File: src/rtl/full_st1_tap_seq_if.sv
// Control/load/tap bundle between the stage-1 tap sequencer and its neighbours.
// The sequencer takes the slave side; the requester/testbench takes the master side.
interface full_st1_tap_seq_if #(
    parameter int AW = 4,
    parameter int DW = 32
);
    logic          start_i;
    logic [1:0]    mode_i;
    logic          busy_o;
    logic          done_o;
    logic          load_vld_i;
    logic          load_rdy_o;
    logic [DW-1:0] load_data_i;
    logic          tap_rd_vld_o;
    logic [AW-1:0] tap_rd_address_o;
    logic          tap_wr_vld_o;
    logic [AW-1:0] tap_wr_address_o;
    logic          tap_sub_vld_o;
    logic [2:0]    tap_sub_addr_o;
    logic [DW-1:0] tap_sub_data_o;
    logic          tap_inter_o;
    logic          tap_inter_first_o;
    logic          out_vld_o;
    logic          out_last_o;

    modport slave (
        input  start_i, mode_i, load_vld_i, load_data_i,
        output busy_o, done_o, load_rdy_o,
        output tap_rd_vld_o, tap_rd_address_o, tap_wr_vld_o, tap_wr_address_o,
        output tap_sub_vld_o, tap_sub_addr_o, tap_sub_data_o,
        output tap_inter_o, tap_inter_first_o, out_vld_o, out_last_o
    );

    modport master (
        output start_i, mode_i, load_vld_i, load_data_i,
        input  busy_o, done_o, load_rdy_o,
        input  tap_rd_vld_o, tap_rd_address_o, tap_wr_vld_o, tap_wr_address_o,
        input  tap_sub_vld_o, tap_sub_addr_o, tap_sub_data_o,
        input  tap_inter_o, tap_inter_first_o, out_vld_o, out_last_o
    );
endinterface

File: src/rtl/full_st1_tap_seq.sv
// Sequencer for the stage-1 tap memory: forward sweep, interleaved sweep and
// serial word load, plus a read-data valid/last strobe for the downstream MAC.
module full_st1_tap_seq #(
    parameter int LANES     = 6,
    parameter int DEPTH     = 16,
    parameter int AW        = 4,
    parameter int DW        = 32,
    parameter int INTER_LEN = 12,
    parameter int RD_LAT    = 1
) (
    input  logic clk,
    input  logic rst_n,
    full_st1_tap_seq_if.slave bus
);

    localparam int CW  = $clog2(INTER_LEN + 1);
    localparam int DRW = 4;

    typedef enum logic [2:0] {IDLE, FWD, INTER, LOAD, DRAIN} state_e;

    state_e         state_q, state_d;
    logic [AW-1:0]  row_q, row_d;
    logic [2:0]     lane_q, lane_d;
    logic [CW-1:0]  cnt_q, cnt_d;
    logic [DRW-1:0] drain_q, drain_d;

    logic           busy_q, busy_d;
    logic           done_q, done_d;
    logic           load_rdy_q, load_rdy_d;
    logic           rd_vld_q, rd_vld_d;
    logic [AW-1:0]  rd_addr_q, rd_addr_d;
    logic           wr_vld_q, wr_vld_d;
    logic [AW-1:0]  wr_addr_q, wr_addr_d;
    logic           sub_vld_q, sub_vld_d;
    logic [2:0]     sub_addr_q, sub_addr_d;
    logic [DW-1:0]  sub_data_q, sub_data_d;
    logic           inter_q, inter_d;
    logic           inter_first_q, inter_first_d;
    logic           last_q, last_d;
    logic [RD_LAT-1:0] vld_pipe_q, last_pipe_q;

    always_comb begin
        state_d       = state_q;
        row_d         = row_q;
        lane_d        = lane_q;
        cnt_d         = cnt_q;
        drain_d       = drain_q;
        busy_d        = busy_q;
        done_d        = 1'b0;
        load_rdy_d    = 1'b0;
        rd_vld_d      = 1'b0;
        rd_addr_d     = '0;
        wr_vld_d      = 1'b0;
        wr_addr_d     = '0;
        sub_vld_d     = 1'b0;
        sub_addr_d    = '0;
        sub_data_d    = '0;
        inter_d       = 1'b0;
        inter_first_d = 1'b0;
        last_d        = 1'b0;

        case (state_q)
            IDLE: begin
                row_d   = '0;
                lane_d  = '0;
                cnt_d   = '0;
                drain_d = '0;
                busy_d  = 1'b0;
                if (bus.start_i) begin
                    busy_d = 1'b1;
                    case (bus.mode_i)
                        2'd0:    state_d = FWD;
                        2'd1:    state_d = INTER;
                        2'd2: begin
                            state_d    = LOAD;
                            load_rdy_d = 1'b1;
                        end
                        default: state_d = DRAIN;
                    endcase
                end
            end
            FWD: begin
                rd_vld_d  = 1'b1;
                rd_addr_d = row_q;
                row_d     = row_q + 1'b1;
                if (row_q == AW'(DEPTH - 1)) begin
                    last_d  = 1'b1;
                    state_d = DRAIN;
                    drain_d = DRW'(RD_LAT - 1);
                end
            end
            // Address stays 0 after the first cycle; the memory rotates rows itself.
            INTER: begin
                rd_vld_d      = 1'b1;
                inter_d       = 1'b1;
                inter_first_d = (cnt_q == '0);
                cnt_d         = cnt_q + 1'b1;
                if (cnt_q == CW'(INTER_LEN - 1)) begin
                    last_d  = 1'b1;
                    state_d = DRAIN;
                    drain_d = DRW'(RD_LAT - 1);
                end
            end
            LOAD: begin
                load_rdy_d = 1'b1;
                if (bus.load_vld_i && load_rdy_q) begin
                    wr_vld_d   = 1'b1;
                    sub_vld_d  = 1'b1;
                    wr_addr_d  = row_q;
                    sub_addr_d = lane_q;
                    sub_data_d = bus.load_data_i;
                    if (lane_q == 3'(LANES - 1)) begin
                        lane_d = '0;
                        row_d  = row_q + 1'b1;
                    end else begin
                        lane_d = lane_q + 1'b1;
                    end
                    if (lane_q == 3'(LANES - 1) && row_q == AW'(DEPTH - 1)) begin
                        load_rdy_d = 1'b0;
                        state_d    = DRAIN;
                        drain_d    = '0;
                    end
                end
            end
            DRAIN: begin
                if (drain_q == '0) begin
                    done_d  = 1'b1;
                    busy_d  = 1'b0;
                    state_d = IDLE;
                end else begin
                    drain_d = drain_q - 1'b1;
                end
            end
            default: state_d = IDLE;
        endcase
    end

    always_ff @(posedge clk or negedge rst_n) begin
        if (!rst_n) begin
            state_q       <= IDLE;
            row_q         <= '0;
            lane_q        <= '0;
            cnt_q         <= '0;
            drain_q       <= '0;
            busy_q        <= 1'b0;
            done_q        <= 1'b0;
            load_rdy_q    <= 1'b0;
            rd_vld_q      <= 1'b0;
            rd_addr_q     <= '0;
            wr_vld_q      <= 1'b0;
            wr_addr_q     <= '0;
            sub_vld_q     <= 1'b0;
            sub_addr_q    <= '0;
            sub_data_q    <= '0;
            inter_q       <= 1'b0;
            inter_first_q <= 1'b0;
            last_q        <= 1'b0;
        end else begin
            state_q       <= state_d;
            row_q         <= row_d;
            lane_q        <= lane_d;
            cnt_q         <= cnt_d;
            drain_q       <= drain_d;
            busy_q        <= busy_d;
            done_q        <= done_d;
            load_rdy_q    <= load_rdy_d;
            rd_vld_q      <= rd_vld_d;
            rd_addr_q     <= rd_addr_d;
            wr_vld_q      <= wr_vld_d;
            wr_addr_q     <= wr_addr_d;
            sub_vld_q     <= sub_vld_d;
            sub_addr_q    <= sub_addr_d;
            sub_data_q    <= sub_data_d;
            inter_q       <= inter_d;
            inter_first_q <= inter_first_d;
            last_q        <= last_d;
        end
    end

    // Delay line matching the memory read latency so out_vld lines up with read data.
    always_ff @(posedge clk or negedge rst_n) begin
        if (!rst_n) begin
            vld_pipe_q  <= '0;
            last_pipe_q <= '0;
        end else begin
            vld_pipe_q[0]  <= rd_vld_q;
            last_pipe_q[0] <= last_q;
            for (int i = 1; i < RD_LAT; i++) begin
                vld_pipe_q[i]  <= vld_pipe_q[i-1];
                last_pipe_q[i] <= last_pipe_q[i-1];
            end
        end
    end

    assign bus.busy_o            = busy_q;
    assign bus.done_o            = done_q;
    assign bus.load_rdy_o        = load_rdy_q;
    assign bus.tap_rd_vld_o      = rd_vld_q;
    assign bus.tap_rd_address_o  = rd_addr_q;
    assign bus.tap_wr_vld_o      = wr_vld_q;
    assign bus.tap_wr_address_o  = wr_addr_q;
    assign bus.tap_sub_vld_o     = sub_vld_q;
    assign bus.tap_sub_addr_o    = sub_addr_q;
    assign bus.tap_sub_data_o    = sub_data_q;
    assign bus.tap_inter_o       = inter_q;
    assign bus.tap_inter_first_o = inter_first_q;
    assign bus.out_vld_o         = vld_pipe_q[RD_LAT-1];
    assign bus.out_last_o        = last_pipe_q[RD_LAT-1];

endmodule

File: src/flat_wrapper.sv
// flat-port wrapper written by rule: the top's interface ports become plain ports
module full_st1_tap_seq_flat 
#(
    parameter int LANES     = 6,
    parameter int DEPTH     = 16,
    parameter int AW        = 4,
    parameter int DW        = 32,
    parameter int INTER_LEN = 12,
    parameter int RD_LAT    = 1
)
  (clk, rst_n, bus_start_i, bus_mode_i, bus_load_vld_i, bus_load_data_i, bus_busy_o, bus_done_o, bus_load_rdy_o, bus_tap_rd_vld_o, bus_tap_rd_address_o, bus_tap_wr_vld_o, bus_tap_wr_address_o, bus_tap_sub_vld_o, bus_tap_sub_addr_o, bus_tap_sub_data_o, bus_tap_inter_o, bus_tap_inter_first_o, bus_out_vld_o, bus_out_last_o);
  full_st1_tap_seq_if #(.AW(AW), .DW(DW)) bus_i ();
  input  logic clk;
  input  logic rst_n;
  input wire logic [$bits(bus_i.start_i)-1:0] bus_start_i;
  input wire logic [$bits(bus_i.mode_i)-1:0] bus_mode_i;
  input wire logic [$bits(bus_i.load_vld_i)-1:0] bus_load_vld_i;
  input wire logic [$bits(bus_i.load_data_i)-1:0] bus_load_data_i;
  output wire logic [$bits(bus_i.busy_o)-1:0] bus_busy_o;
  output wire logic [$bits(bus_i.done_o)-1:0] bus_done_o;
  output wire logic [$bits(bus_i.load_rdy_o)-1:0] bus_load_rdy_o;
  output wire logic [$bits(bus_i.tap_rd_vld_o)-1:0] bus_tap_rd_vld_o;
  output wire logic [$bits(bus_i.tap_rd_address_o)-1:0] bus_tap_rd_address_o;
  output wire logic [$bits(bus_i.tap_wr_vld_o)-1:0] bus_tap_wr_vld_o;
  output wire logic [$bits(bus_i.tap_wr_address_o)-1:0] bus_tap_wr_address_o;
  output wire logic [$bits(bus_i.tap_sub_vld_o)-1:0] bus_tap_sub_vld_o;
  output wire logic [$bits(bus_i.tap_sub_addr_o)-1:0] bus_tap_sub_addr_o;
  output wire logic [$bits(bus_i.tap_sub_data_o)-1:0] bus_tap_sub_data_o;
  output wire logic [$bits(bus_i.tap_inter_o)-1:0] bus_tap_inter_o;
  output wire logic [$bits(bus_i.tap_inter_first_o)-1:0] bus_tap_inter_first_o;
  output wire logic [$bits(bus_i.out_vld_o)-1:0] bus_out_vld_o;
  output wire logic [$bits(bus_i.out_last_o)-1:0] bus_out_last_o;
  assign bus_i.start_i = bus_start_i;
  assign bus_i.mode_i = bus_mode_i;
  assign bus_i.load_vld_i = bus_load_vld_i;
  assign bus_i.load_data_i = bus_load_data_i;
  assign bus_busy_o = bus_i.busy_o;
  assign bus_done_o = bus_i.done_o;
  assign bus_load_rdy_o = bus_i.load_rdy_o;
  assign bus_tap_rd_vld_o = bus_i.tap_rd_vld_o;
  assign bus_tap_rd_address_o = bus_i.tap_rd_address_o;
  assign bus_tap_wr_vld_o = bus_i.tap_wr_vld_o;
  assign bus_tap_wr_address_o = bus_i.tap_wr_address_o;
  assign bus_tap_sub_vld_o = bus_i.tap_sub_vld_o;
  assign bus_tap_sub_addr_o = bus_i.tap_sub_addr_o;
  assign bus_tap_sub_data_o = bus_i.tap_sub_data_o;
  assign bus_tap_inter_o = bus_i.tap_inter_o;
  assign bus_tap_inter_first_o = bus_i.tap_inter_first_o;
  assign bus_out_vld_o = bus_i.out_vld_o;
  assign bus_out_last_o = bus_i.out_last_o;
  full_st1_tap_seq #(.LANES(LANES), .DEPTH(DEPTH), .AW(AW), .DW(DW), .INTER_LEN(INTER_LEN), .RD_LAT(RD_LAT)) u_core (.clk(clk), .rst_n(rst_n), .bus(bus_i));
endmodule
File: config.mk
export PLATFORM = sky130hd
export DESIGN_NAME = full_st1_tap_seq_flat
export DESIGN_NICKNAME = d
export VERILOG_FILES = /design/src/rtl/full_st1_tap_seq_if.sv /design/src/rtl/full_st1_tap_seq.sv /design/src/flat_wrapper.sv
export SDC_FILE = /design/constraint.sdc
export NUM_CORES = 1
export LEC_CHECK = 0
export BUFFER_PORTS_ARGS = -buffer_cell sky130_fd_sc_hd__buf_2
export CORE_ASPECT_RATIO = 2
export CORE_MARGIN = 3
export CORE_UTILIZATION = 45
export CTS_CLUSTER_DIAMETER = 60
export DETAILED_ROUTE_END_ITERATION = 6
export PLACE_DENSITY = 0.75
export SETUP_SLACK_MARGIN = 0.5
export SYNTH_ARGS = -nofsm -noshare
export SYNTH_HDL_FRONTEND = slang
export SYNTH_SLANG_ARGS = --single-unit
File: constraint.sdc
create_clock -name clk -period 1.5 [get_ports clk]
set_input_delay 0.15 -clock clk [delete_from_list [all_inputs] [get_ports clk]]
set_output_delay 0.15 -clock clk [all_outputs]
set_load 0.005 [all_outputs]
==> results by group, run 1 <==
STA
  • Max-slew violations: 0
  • Worst clock skew on the final layout: 0.00471 ns
  • Hold Worst Slack: 0.0419 ns
  • Final count of hold timing violations: 0
  • Worst slew margin: 75.7%
  • Shortest clock period the worst path allows after layout: 1.64 ns
  • Final count of negative-setup-slack endpoints: 30
  • Share of the clock period used by the worst path: 110%
  • Slack of the critical path: -0.143 ns
  • Slew @ Worst Pin: 0.364 ns
  • Setup repair after global routing missed its margin: true
  • Achievable clock frequency: 0.609 GHz

Final layout
  • Final nets: 435
  • Post-Route Utilization: 80.0%
  • Combined area of the multi-input logic cells: 1330 sq um
  • FILL cells: 308
  • Count of inserted antenna diode cells: 0
  • Share of post-route cells with drive strength above 1: 67.5%
  • Area used by sequential logic in the layout: 1780 sq um
  • Area growth, synth to finish: 72.4%

Detailed routing
  • Post-detailed-route wirelength per cell: 19.7 um
  • Initial detailed-routing violation count: 128
  • Pre-Repair DR Iteration Count: 4
  • Via density per instance: 5.45
  • Antenna-violating nets left: 0
  • DRC violation count after routing: 0
  • Number of vias after detailed routing: 2492
  • Detailed Route WL: 9.02 mm

Logic synthesis
  • Warnings, synthesis: 0
  • Flops & latches, synth: 71
  • Synthesized instance count: 227
  • Nets in the synthesized netlist: 272
  • Area fraction in and, or, nand and nor cells after synthesis: 19.4%
  • Async SR Flop Fraction: 100%
  • Per-instance average area after synthesis: 12.3 sq um
  • Cell type contributing the most total cell area after synthesis: sky130_fd_sc_hd__dfrtp_1
  • Main synth FF type: sky130_fd_sc_hd__dfrtp_1
  • EDFF count, synth: 0
  • Leading cell types by total area after synthesis: sky130_fd_sc_hd__dfrtp_1 64%, sky130_fd_sc_hd__and2_1 8.8%, sky130_fd_sc_hd__ha_1 3.1%
  • Fraction of the yosys area taken by sequential cells: 63.7%
  • Adder-Cell Fraction of Synth Area: 3.14%
  • Share of the synthesized area in the top cell type: 63.7%
  • Most frequently used cell type in the post-synthesis netlist: sky130_fd_sc_hd__dfrtp_1
  • Unique cell type count in the Yosys netlist: 44
  • Proportion of synthesized area in mux cells: 1.48%
  • Cell area after technology mapping: 2790 sq um
  • Compound-gate portion of the synthesized area: 8.17%
  • Parity-gate share of the synthesized area counting xor and xnor cells: 0.314%
  • Post-synth top cells: 71 x sky130_fd_sc_hd__dfrtp_1, 39 x sky130_fd_sc_hd__and2_1, 14 x sky130_fd_sc_hd__nor2_1
  • Main combinational cell family by area after synthesis: simple AND/OR/NAND/NOR gates

Clocking
  • Insertion delay of the later-clocked pin in the worst-skew pair: 0.33 ns
  • Inserted Clock Buffers: 9
  • Clock-pin transition on the worst setup and hold timing paths: 0.06 ns
  • Sinks on the clock net: 71
  • Root buffer selected by CTS: sky130_fd_sc_hd__clkbuf_16
  • Buffers from clock root to sink, at most: 2
  • Clock tree from TritonCTS: yes
  • Deepest level of the CTS H-tree: 3

GRT
  • Total congestion overflow: 0
  • Global-route wire length before repair: 12.0 mm
  • Number of global-route vias before repair: 2489
  • Number of antenna violations at the first check in global routing: 0
  • Maximum number of pins on one net before global-route repair: 72
  • Total track usage: 22.9%

Setup path
  • Worst path slowest cell: sky130_fd_sc_hd__dfrtp_1
  • Maximum fanout along the worst path: 8
  • Critical-path cell list: nand3b_1, buf_6, nor2_4, buf_12, buf_12, clkinv_8, mux2i_1
  • Most common cell type on the critical path: sky130_fd_sc_hd__buf_12
  • Arrival time of the worst setup path: 1.86 ns
  • Bufs and invs on worst path: 4
  • Worst Setup Path Type: reg -> reg
  • Data required time at the worst endpoint: 1.72 ns
  • Highest cell delay on the worst timing path: 0.43 ns
  • Kind of start point of the critical path: flip-flop
  • Kind of cell adding the most delay to the critical path: buffers and inverters
  • Crit. End Element: flip-flop

Power
  • Leakage power: 2.52 nW
  • Maximum resistive drop on vdd: 1.31 mV
  • Cell area power density: 1500 nW/um^2

Place
  • HPWL Detailed: 4.28 mm
  • Final weighted congestion in routability-driven placement: 0.846
  • Number of buffer cells added on primary ports: 90

Hold path
  • Worst min-delay path class: in -> reg

Floorplanning
  • Die area: 7230 sq um
  • Die X: 61.7 um
  • Die outline height: 117 um
  • Core Rows: 40
  • Core footprint: 6010 sq um
  • Number of primary I/O pins: 91
  • Effective utilization at floorplan: 46.4%

Outcome
  • Failing checks: setup timing
  • Outcome: finished with violations

Flow run
  • Reported max-cap violation count: 0
worst register-to-register path: cells and delay by family (launching register included):
family	cells	cell delay, ns
buf+inv	4	0.50
flops	1	0.43
simple gates	2	0.40
mux	1	0.22
logic make-up (layout without fill, tap and decap cells):
family / Yosys count / in the layout
flops: 71 / 71
fa+ha+maj: 7 / 7
mux: 4 / 4
simple gates: 94 / 94
xor+xnor: 1 / 1
buf+inv: 20 / 187
compound gates: 30 / 30
metal layers:
| metal | wire length (um) | up-vias | share of wire (%) | global-route usage (%) |
|---|---|---|---|---|
| li1 | - | 1080 | - | - |
| met1 | 2880 | 1226 | 32 | 21.3 |
| met2 | 5060 | 147 | 56 | 41.7 |
| met3 | 591 | 39 | 6.5 | 5.62 |
| met4 | 492 | 0 | 5.5 | 12.2 |
| met5 | 0 | - | 0 | 0 |
layout by cell type (no fill, tap or decap), drive strengths merged, types with 3 or more instances in the layout:
cell type / count
nand2b: 5
nand3b: 3
nand2: 12
buf: 159
mux2i: 3
and3: 3
clkinv: 4
and2: 39
ha: 7
a22o: 3
nand3: 6
nor2: 15
nor3: 4
inv: 10
dfrtp: 71
o21ai: 9
clkbuf: 11
final cells by class:
type / count / share of cell area [%]
inverters: 12 / 1.51
flip-flops and latches: 71 / 37.1
clock inverters: 4 / 1.46
multi-input cells: 136 / 27.7
repair buffers: 160 / 25.5
clock buffers: 11 / 5.05
well taps: 63 / 1.64
per-stage QoR:
stage               total power, mW  std cells  instance area [sq um]  setup TNS (ns)  worst slack, ns
floorplan                      2.98        227                   2850               0           0.0235
global placement               3.47        391                   3470               0           0.0486
finish                         7.21        457                   4800          -0.796           -0.143
CTS                            6.51        441                   4390               0           0.0409
detailed placement             3.52        391                   3470         -0.0348          -0.0348
global route                   7.47        457                   4800           -1.96           -0.175
report_power, final:
group	internal [mW]	switching, mW	leakage (nW)
registers	2.10	0.165	0.974
logic	1.40	1.30	1.39
clock network	1.49	0.762	0.155
total	4.98	2.23	2.52
flip-flops by register name, summed over array words and instances (netlist names):
| signal | flops |
|---|---|
| u_core.bus.tap_sub_addr_o | 3 |
| u_core.lane_q | 3 |
| u_core.bus.tap_rd_vld_o | 1 |
| u_core.bus.load_rdy_o | 1 |
| u_core.bus.tap_sub_data_o | 32 |
| u_core.bus.busy_o | 1 |
| u_core.bus.done_o | 1 |
| u_core.bus.tap_wr_address_o | 4 |
| u_core.row_q | 4 |
| u_core.bus.tap_inter_o | 1 |
| u_core.bus.tap_rd_address_o | 4 |
| u_core.bus.tap_inter_first_o | 1 |
| u_core.drain_q | 4 |
| u_core.cnt_q | 4 |
| u_core.bus.out_vld_o | 1 |
| u_core.bus.tap_wr_vld_o | 1 |
| u_core.last_q | 1 |
| u_core.state_q | 3 |
| u_core.bus.out_last_o | 1 |
path summary, 6_finish.rpt:
kind | slack, ns | cells past startpoint | startpoint | endpoint
setup / recovery | -0.14 | 7 | u_core.state_q[2]$_DFFE_PN0P_ | u_core.lane_q[0]$_DFFE_PN0P_
hold reg to reg | 0.37 | 0 | u_core.last_q$_DFF_PN0_ | u_core.bus.out_last_o$_DFF_PN0_
hold / removal | 0.04 | 2 | bus_load_data_i[15] | u_core.bus.tap_sub_data_o[15]$_DFF_PN0_
min in group asynchronous | 0.38 | 3 | rst_n | u_core.bus.tap_sub_data_o[4]$_DFF_PN0_
max in group asynchronous | 0.81 | 3 | rst_n | u_core.lane_q[1]$_DFFE_PN0P_
setup reg to reg | -0.14 | 7 | u_core.state_q[2]$_DFFE_PN0P_ | u_core.lane_q[0]$_DFFE_PN0P_
what timing repair did:
action | in CTS | in global routing
pin swaps | 27 | 20
hold buffers | 1 | 0
endpoints found under the setup margin | 70 | 74
buffers inserted | 30 | 16
hold endpoints to repair | 71 | 0
cloned | 4 | 0
gates resized for setup | 66 | 79
(Power assumes the default switching activity.)
==> run 2, diff against run 1 <==
Settings changed: MAX_ROUTING_LAYER set to met4, TNS_END_PERCENT set to 5.
==> results by group, run 2 (same netlist as run 1, synthesis figures left out) <==
Final layout
  • Combined area of the multi-input logic cells: 1160 sq um
  • FILL cells: 412
  • Final nets: 397
  • Area growth, synth to finish: 46.9%
  • Most common library cell in the layout ignoring fill and taps: sky130_fd_sc_hd__buf_2
  • Share of post-route cells with drive strength above 1: 59.2%
  • Count of inserted antenna diode cells: 0
  • Flip-flop count of the largest register, all copies and words added: 32
  • Area used by sequential logic in the layout: 1780 sq um
  • Highest-count cells in the layout ignoring fill and taps: 90 x sky130_fd_sc_hd__buf_2, 69 x sky130_fd_sc_hd__dfrtp_1, 35 x sky130_fd_sc_hd__and2_4

Detailed routing
  • Initial detailed-routing violation count: 77
  • Pre-Repair DR Iteration Count: 4
  • Post-detailed-route wirelength per cell: 15.7 um
  • Number of vias after detailed routing: 2148
  • Via density per instance: 5.14
  • Antenna-violating nets left: 0
  • DRC violation count after routing: 0
  • Detailed Route WL: 6.56 mm

Floorplanning
  • Core footprint: 6010 sq um
  • Number of primary I/O pins: 91
  • Effective utilization at floorplan: 46.4%
  • Core Rows: 40
  • Die outline height: 117 um
  • Die X: 61.7 um
  • Die area: 7230 sq um

Hold path
  • Origin of the worst min-delay path: bus_load_data_i[13]
  • Worst min-delay path class: in -> reg
  • Terminating pin of the worst hold path: u_core.bus.tap_sub_data_o[13]$_DFF_PN0_
  • WHS Path Cells: 2

STA
  • Achievable clock frequency: 0.672 GHz
  • Max-slew violations: 0
  • Worst clock skew on the final layout: 0.00281 ns
  • Share of the clock period used by the worst path: 99.2%
  • Final count of negative-setup-slack endpoints: 0
  • Worst slew margin: 77.7%
  • Total Neg Setup Slack: 0 ns
  • Final count of hold timing violations: 0
  • Slew @ Worst Pin: 0.335 ns
  • Slack of the critical path: 0.0125 ns
  • Shortest clock period the worst path allows after layout: 1.49 ns
  • Setup repair after global routing missed its margin: true

Place
  • Final weighted congestion in routability-driven placement: 0.860
  • Number of buffer cells added on primary ports: 90
  • Dpl ws: -0.00901 ns
  • HPWL Detailed: 4.40 mm

Power
  • Cell area power density: 1430 nW/um^2
  • Power, Total: 5.86 mW
  • Leakage power: 2.23 nW
  • Maximum resistive drop on vdd: 0.556 mV

Clocking
  • Insertion delay of the later-clocked pin in the worst-skew pair: 0.32 ns
  • Buffers from clock root to sink, at most: 2
  • Sinks on the clock net: 71
  • Clock tree from TritonCTS: yes
  • Root buffer selected by CTS: sky130_fd_sc_hd__clkbuf_16
  • Inserted Clock Buffers: 9
  • Deepest level of the CTS H-tree: 3
  • Clock-pin transition on the worst setup and hold timing paths: 0.05 ns

Setup path
  • Maximum fanout along the worst path: 5
  • Worst Setup Path Type: reg -> reg
  • Kind of start point of the critical path: flip-flop
  • Crit. End Element: flip-flop
  • RR Startpoint: u_core.lane_q[0]$_DFFE_PN0P_
  • Data required time at the worst endpoint: 1.70 ns
  • Arrival time of the worst setup path: 1.69 ns
  • Worst reg2reg path endpoint: u_core.drain_q[0]$_DFFE_PN0P_
  • Path depth of the worst reg2reg path: 4
  • Reg-to-reg setup timing slack: 0.01 ns

GRT
  • Number of antenna violations at the first check in global routing: 0
  • Total congestion overflow: 0
  • Maximum number of pins on one net before global-route repair: 29
  • Number of global-route vias before repair: 2165
  • Global-route wire length before repair: 9.67 mm
  • Total track usage: 18.5%

Outcome
  • Outcome: finished clean

Flow run
  • Reported max-cap violation count: 0
## run 2: stage by stage
| step | hold slack, ns | cell area [sq um] | cells | utilization [%] |
|---|---|---|---|---|
| detailed placement | 0.0592 | 3460 | 393 | 57.6 |
| finish | 0.0484 | 4090 | 418 | 68.2 |
| CTS | 0.0189 | 3820 | 415 | 63.6 |
| floorplan | -0.146 | 2800 | 227 | - |
| global route | 0.0377 | 4090 | 418 | 68.2 |
| global placement | 0.0604 | 3460 | 393 | 57.6 |
## run 2: area by class of cell
type                            instances  share of cell area [%]
Sequential cell                        71                    43.5
Multi-Input combinational cell        136                    28.3
Timing Repair Buffer                  122                    18.2
Clock buffer                           10                    5.84
Tap cell                               63                    1.93
Clock inverter                          4                    1.16
Inverter                               12                    1.16
## run 2: timing repair
item,in CTS,in global routing
setup buffers,7,3
pin swaps,1,60
endpoints found under the setup margin,70,78
hold endpoints to repair,26,0
hold buffers,1,0
gates resized for setup,4,80
## run 2: worst max path at each step
| stage | startpoint | to | cells after the start |
|---|---|---|---|
| after global placement | u_core.drain_q[1]$_DFFE_PN0P_ | u_core.drain_q[0]$_DFFE_PN0P_ | 6 |
| after floorplan | u_core.drain_q[0]$_DFFE_PN0P_ | u_core.drain_q[0]$_DFFE_PN0P_ | 6 |
| after detailed placement | u_core.cnt_q[0]$_DFFE_PN0P_ | u_core.drain_q[0]$_DFFE_PN0P_ | 5 |
| after CTS | u_core.drain_q[1]$_DFFE_PN0P_ | u_core.drain_q[0]$_DFFE_PN0P_ | 6 |
| after global routing | u_core.lane_q[0]$_DFFE_PN0P_ | u_core.drain_q[0]$_DFFE_PN0P_ | 4 |
| final | u_core.lane_q[0]$_DFFE_PN0P_ | u_core.drain_q[0]$_DFFE_PN0P_ | 4 |
## run 2: per-layer routing
metal | global-route usage (%) | share of wire, % | wire length (um) | vias to the layer above
met5 | - | 0 | 0 | -
met2 | 32.4 | 60 | 3920 | 74
met3 | 5.62 | 6.0 | 394 | 7
li1 | - | - | - | 1010
met4 | 9.16 | 1.3 | 84 | 0
met1 | 16.7 | 33 | 2160 | 1057
## run 2: power by group
part	internal, mW	total (mW)	switching [mW]
logic	0.760	1.55	0.794
registers	2.10	2.27	0.169
clock network	1.31	2.04	0.733
total	4.16	5.86	1.69
## run 2: worst max-delay path, cell delays in order, from the launching register on
cell	delay, ns
sky130_fd_sc_hd__dfrtp_1	0.43
sky130_fd_sc_hd__nand4_2	0.24
sky130_fd_sc_hd__o211ai_2	0.24
sky130_fd_sc_hd__nand2_1	0.09
sky130_fd_sc_hd__a311o_1	0.36
==> run 3, diff against run 2 <==
Settings changed: SETUP_SLACK_MARGIN 0.5 to 0.3.
==> results by group, run 3 (same netlist as run 1, synthesis figures left out) <==
Outcome
  • Outcome: finished clean

Place
  • HPWL Detailed: 3.94 mm
  • Dpl ws: -0.0278 ns
  • Final weighted congestion in routability-driven placement: 0.809
  • Number of buffer cells added on primary ports: 90
  • # placed instances: 389

Clocking
  • Deepest level of the CTS H-tree: 3
  • Buffers from clock root to sink, at most: 2
  • Insertion delay of the later-clocked pin in the worst-skew pair: 0.33 ns
  • Sinks on the clock net: 71
  • Clock-pin transition on the worst setup and hold timing paths: 0.05 ns
  • Inserted Clock Buffers: 9
  • Root buffer selected by CTS: sky130_fd_sc_hd__clkbuf_16
  • Clock tree from TritonCTS: yes

Setup path
  • Critical-path cell list: inv_1, ha_2, nor3b_4, nand3b_1, and3_1, a311o_1
  • Kind of cell adding the most delay to the critical path: simple AND/OR/NAND/NOR gates
  • Total number of cells along the worst setup path: 6
  • Worst path slowest cell: sky130_fd_sc_hd__dfrtp_1
  • Bufs and invs on worst path: 1
  • Worst reg2reg path endpoint: u_core.drain_q[0]$_DFFE_PN0P_
  • Kind of start point of the critical path: flip-flop
  • Critical Path End: u_core.drain_q[0]$_DFFE_PN0P_
  • Launching element of the worst setup path: u_core.drain_q[0]$_DFFE_PN0P_
  • Highest cell delay on the worst timing path: 0.35 ns
  • Data required time at the worst endpoint: 1.71 ns
  • Reg-to-reg setup timing slack: 0.01 ns
  • Arrival time of the worst setup path: 1.70 ns
  • Path depth of the worst reg2reg path: 6
  • Maximum fanout along the worst path: 3
  • Worst Setup Path Type: reg -> reg
  • Crit. End Element: flip-flop
  • RR Startpoint: u_core.drain_q[0]$_DFFE_PN0P_

GRT
  • Total track usage: 17.3%
  • Number of antenna violations at the first check in global routing: 0
  • Maximum number of pins on one net before global-route repair: 72
  • Global-route wire length before repair: 9.20 mm
  • Total congestion overflow: 0
  • Number of global-route vias before repair: 2064

STA
  • Final count of negative-setup-slack endpoints: 0
  • Hold Worst Slack: 0.0216 ns
  • Worst slew margin: 75.7%
  • Worst clock skew on the final layout: 0.00368 ns
  • Setup repair after global routing missed its margin: true
  • Share of the clock period used by the worst path: 99.1%
  • Final count of hold timing violations: 0
  • Slew @ Worst Pin: 0.365 ns
  • Max-slew violations: 0
  • Achievable clock frequency: 0.673 GHz
  • Shortest clock period the worst path allows after layout: 1.49 ns
  • Slack of the critical path: 0.0135 ns

Final layout
  • Count of inserted antenna diode cells: 0
  • FILL cells: 462
  • Final nets: 391
  • Post-layout instance count excluding filler cells: 414
  • Highest-count cells in the layout ignoring fill and taps: 90 x sky130_fd_sc_hd__buf_2, 69 x sky130_fd_sc_hd__dfrtp_1, 39 x sky130_fd_sc_hd__and2_1
  • Flip-flop count of the largest register, all copies and words added: 32
  • Share of post-route cells with drive strength above 1: 44.4%
  • Most common library cell in the layout ignoring fill and taps: sky130_fd_sc_hd__buf_2
  • Area growth, synth to finish: 39.7%

Hold path
  • Worst min-delay path class: in -> reg

Flow run
  • Reported max-cap violation count: 0

Detailed routing
  • DRC violation count after routing: 0
  • Antenna-violating nets left: 0
  • Initial detailed-routing violation count: 146
  • Detailed Route WL: 5.88 mm
  • Pre-Repair DR Iteration Count: 4
  • Post-detailed-route wirelength per cell: 14.2 um
  • Number of vias after detailed routing: 2051
  • Via density per instance: 4.95

Floorplanning
  • Die area: 7230 sq um
  • Die outline height: 117 um
  • Number of primary I/O pins: 91
  • Die X: 61.7 um
  • Core footprint: 6010 sq um
  • Core Rows: 40
  • Effective utilization at floorplan: 46.4%

Power
  • Maximum resistive drop on vdd: 0.788 mV
  • Power, Total: 5.87 mW
  • Cell area power density: 1510 nW/um^2
  • Leakage power: 2.14 nW
-- run 3: cell types whose count changed in the layout (fill, tap and decap cells not counted), moves of 3 or more --
cell / previous run / this run
sky130_fd_sc_hd__and2_4: 35 / 0
sky130_fd_sc_hd__and2_1: 4 / 39
sky130_fd_sc_hd__o21ai_0: 1 / 6
sky130_fd_sc_hd__buf_6: 7 / 2
sky130_fd_sc_hd__o21ai_2: 6 / 1
sky130_fd_sc_hd__nor2_1: 7 / 10
-- run 3: cell type report --
class	count	area (sq um)	share of cell area [%]
Clock buffer	11	243	6.23
Timing Repair Buffer	116	681	17.5
Sequential cell	71	1780	45.7
Tap cell	63	78.8	2.02
Multi-Input combinational cell	136	987	25.3
Inverter	12	45.0	1.16
Clock inverter	5	81.3	2.09
-- run 3: report_power, final --
part	total [mW]	internal, mW	switching [mW]
Sequential	2.26	2.10	0.160
Clock	2.26	1.50	0.760
Combinational	1.35	0.655	0.697
-- run 3: repair_timing --
action	4_1_cts	5_1_grt
pin swaps	3	8
setup endpoints to repair	68	68
gates resized for setup	6	20
hold endpoints to repair	71	0
setup buffers	3	5
hold buffers	1	0
-- run 3: how the worst min path moves through the flow --
stage                        start                                 endpoint  slack [ns]  depth (start not counted)
2_1_floorplan                rst_n            u_core.bus.busy_o$_DFFE_PN0P_       -0.15                          0
3_3_place_gp                 rst_n  u_core.bus.tap_sub_data_o[22]$_DFF_PN0_        0.20                          2
5_1_grt        bus_load_data_i[16]  u_core.bus.tap_sub_data_o[16]$_DFF_PN0_        0.01                          2
4_1_cts        bus_load_data_i[16]  u_core.bus.tap_sub_data_o[16]$_DFF_PN0_        0.01                          2
6_report       bus_load_data_i[31]  u_core.bus.tap_sub_data_o[31]$_DFF_PN0_        0.02                          2
3_5_place_dp                 rst_n  u_core.bus.tap_sub_data_o[22]$_DFF_PN0_        0.20                          2
-- run 3: worst reg2reg max path, delay by kind of cell, from the launching register on --
kind	cells	cell delay (ns)
AOI/OAI and AO/OA	1	0.27
adders and majority gates	1	0.18
buffers and inverters	1	0.05
DFF	1	0.35
and+or+nand+nor	3	0.52
-- run 3: per-layer routing --
metal	routed length (um)	share of wire [%]	up-vias	global-route usage (%)
li1	-	-	996	-
met1	2060	35	980	17.6
met3	317	5.4	12	5.73
met4	170	2.9	0	10.4
met5	0	0	-	-
met2	3330	57	63	27.4
-- run 3: per-stage QoR --
step	cell area, sq um	TNS (ns)	utilization (%)
5_1_grt	3890	-0.128	64.9
6_report	3890	0	64.9
3_5_place_dp	3410	-0.0278	56.9
3_3_place_gp	3410	0	56.9
4_1_cts	3790	0	63.2
2_1_floorplan	2790	0	-
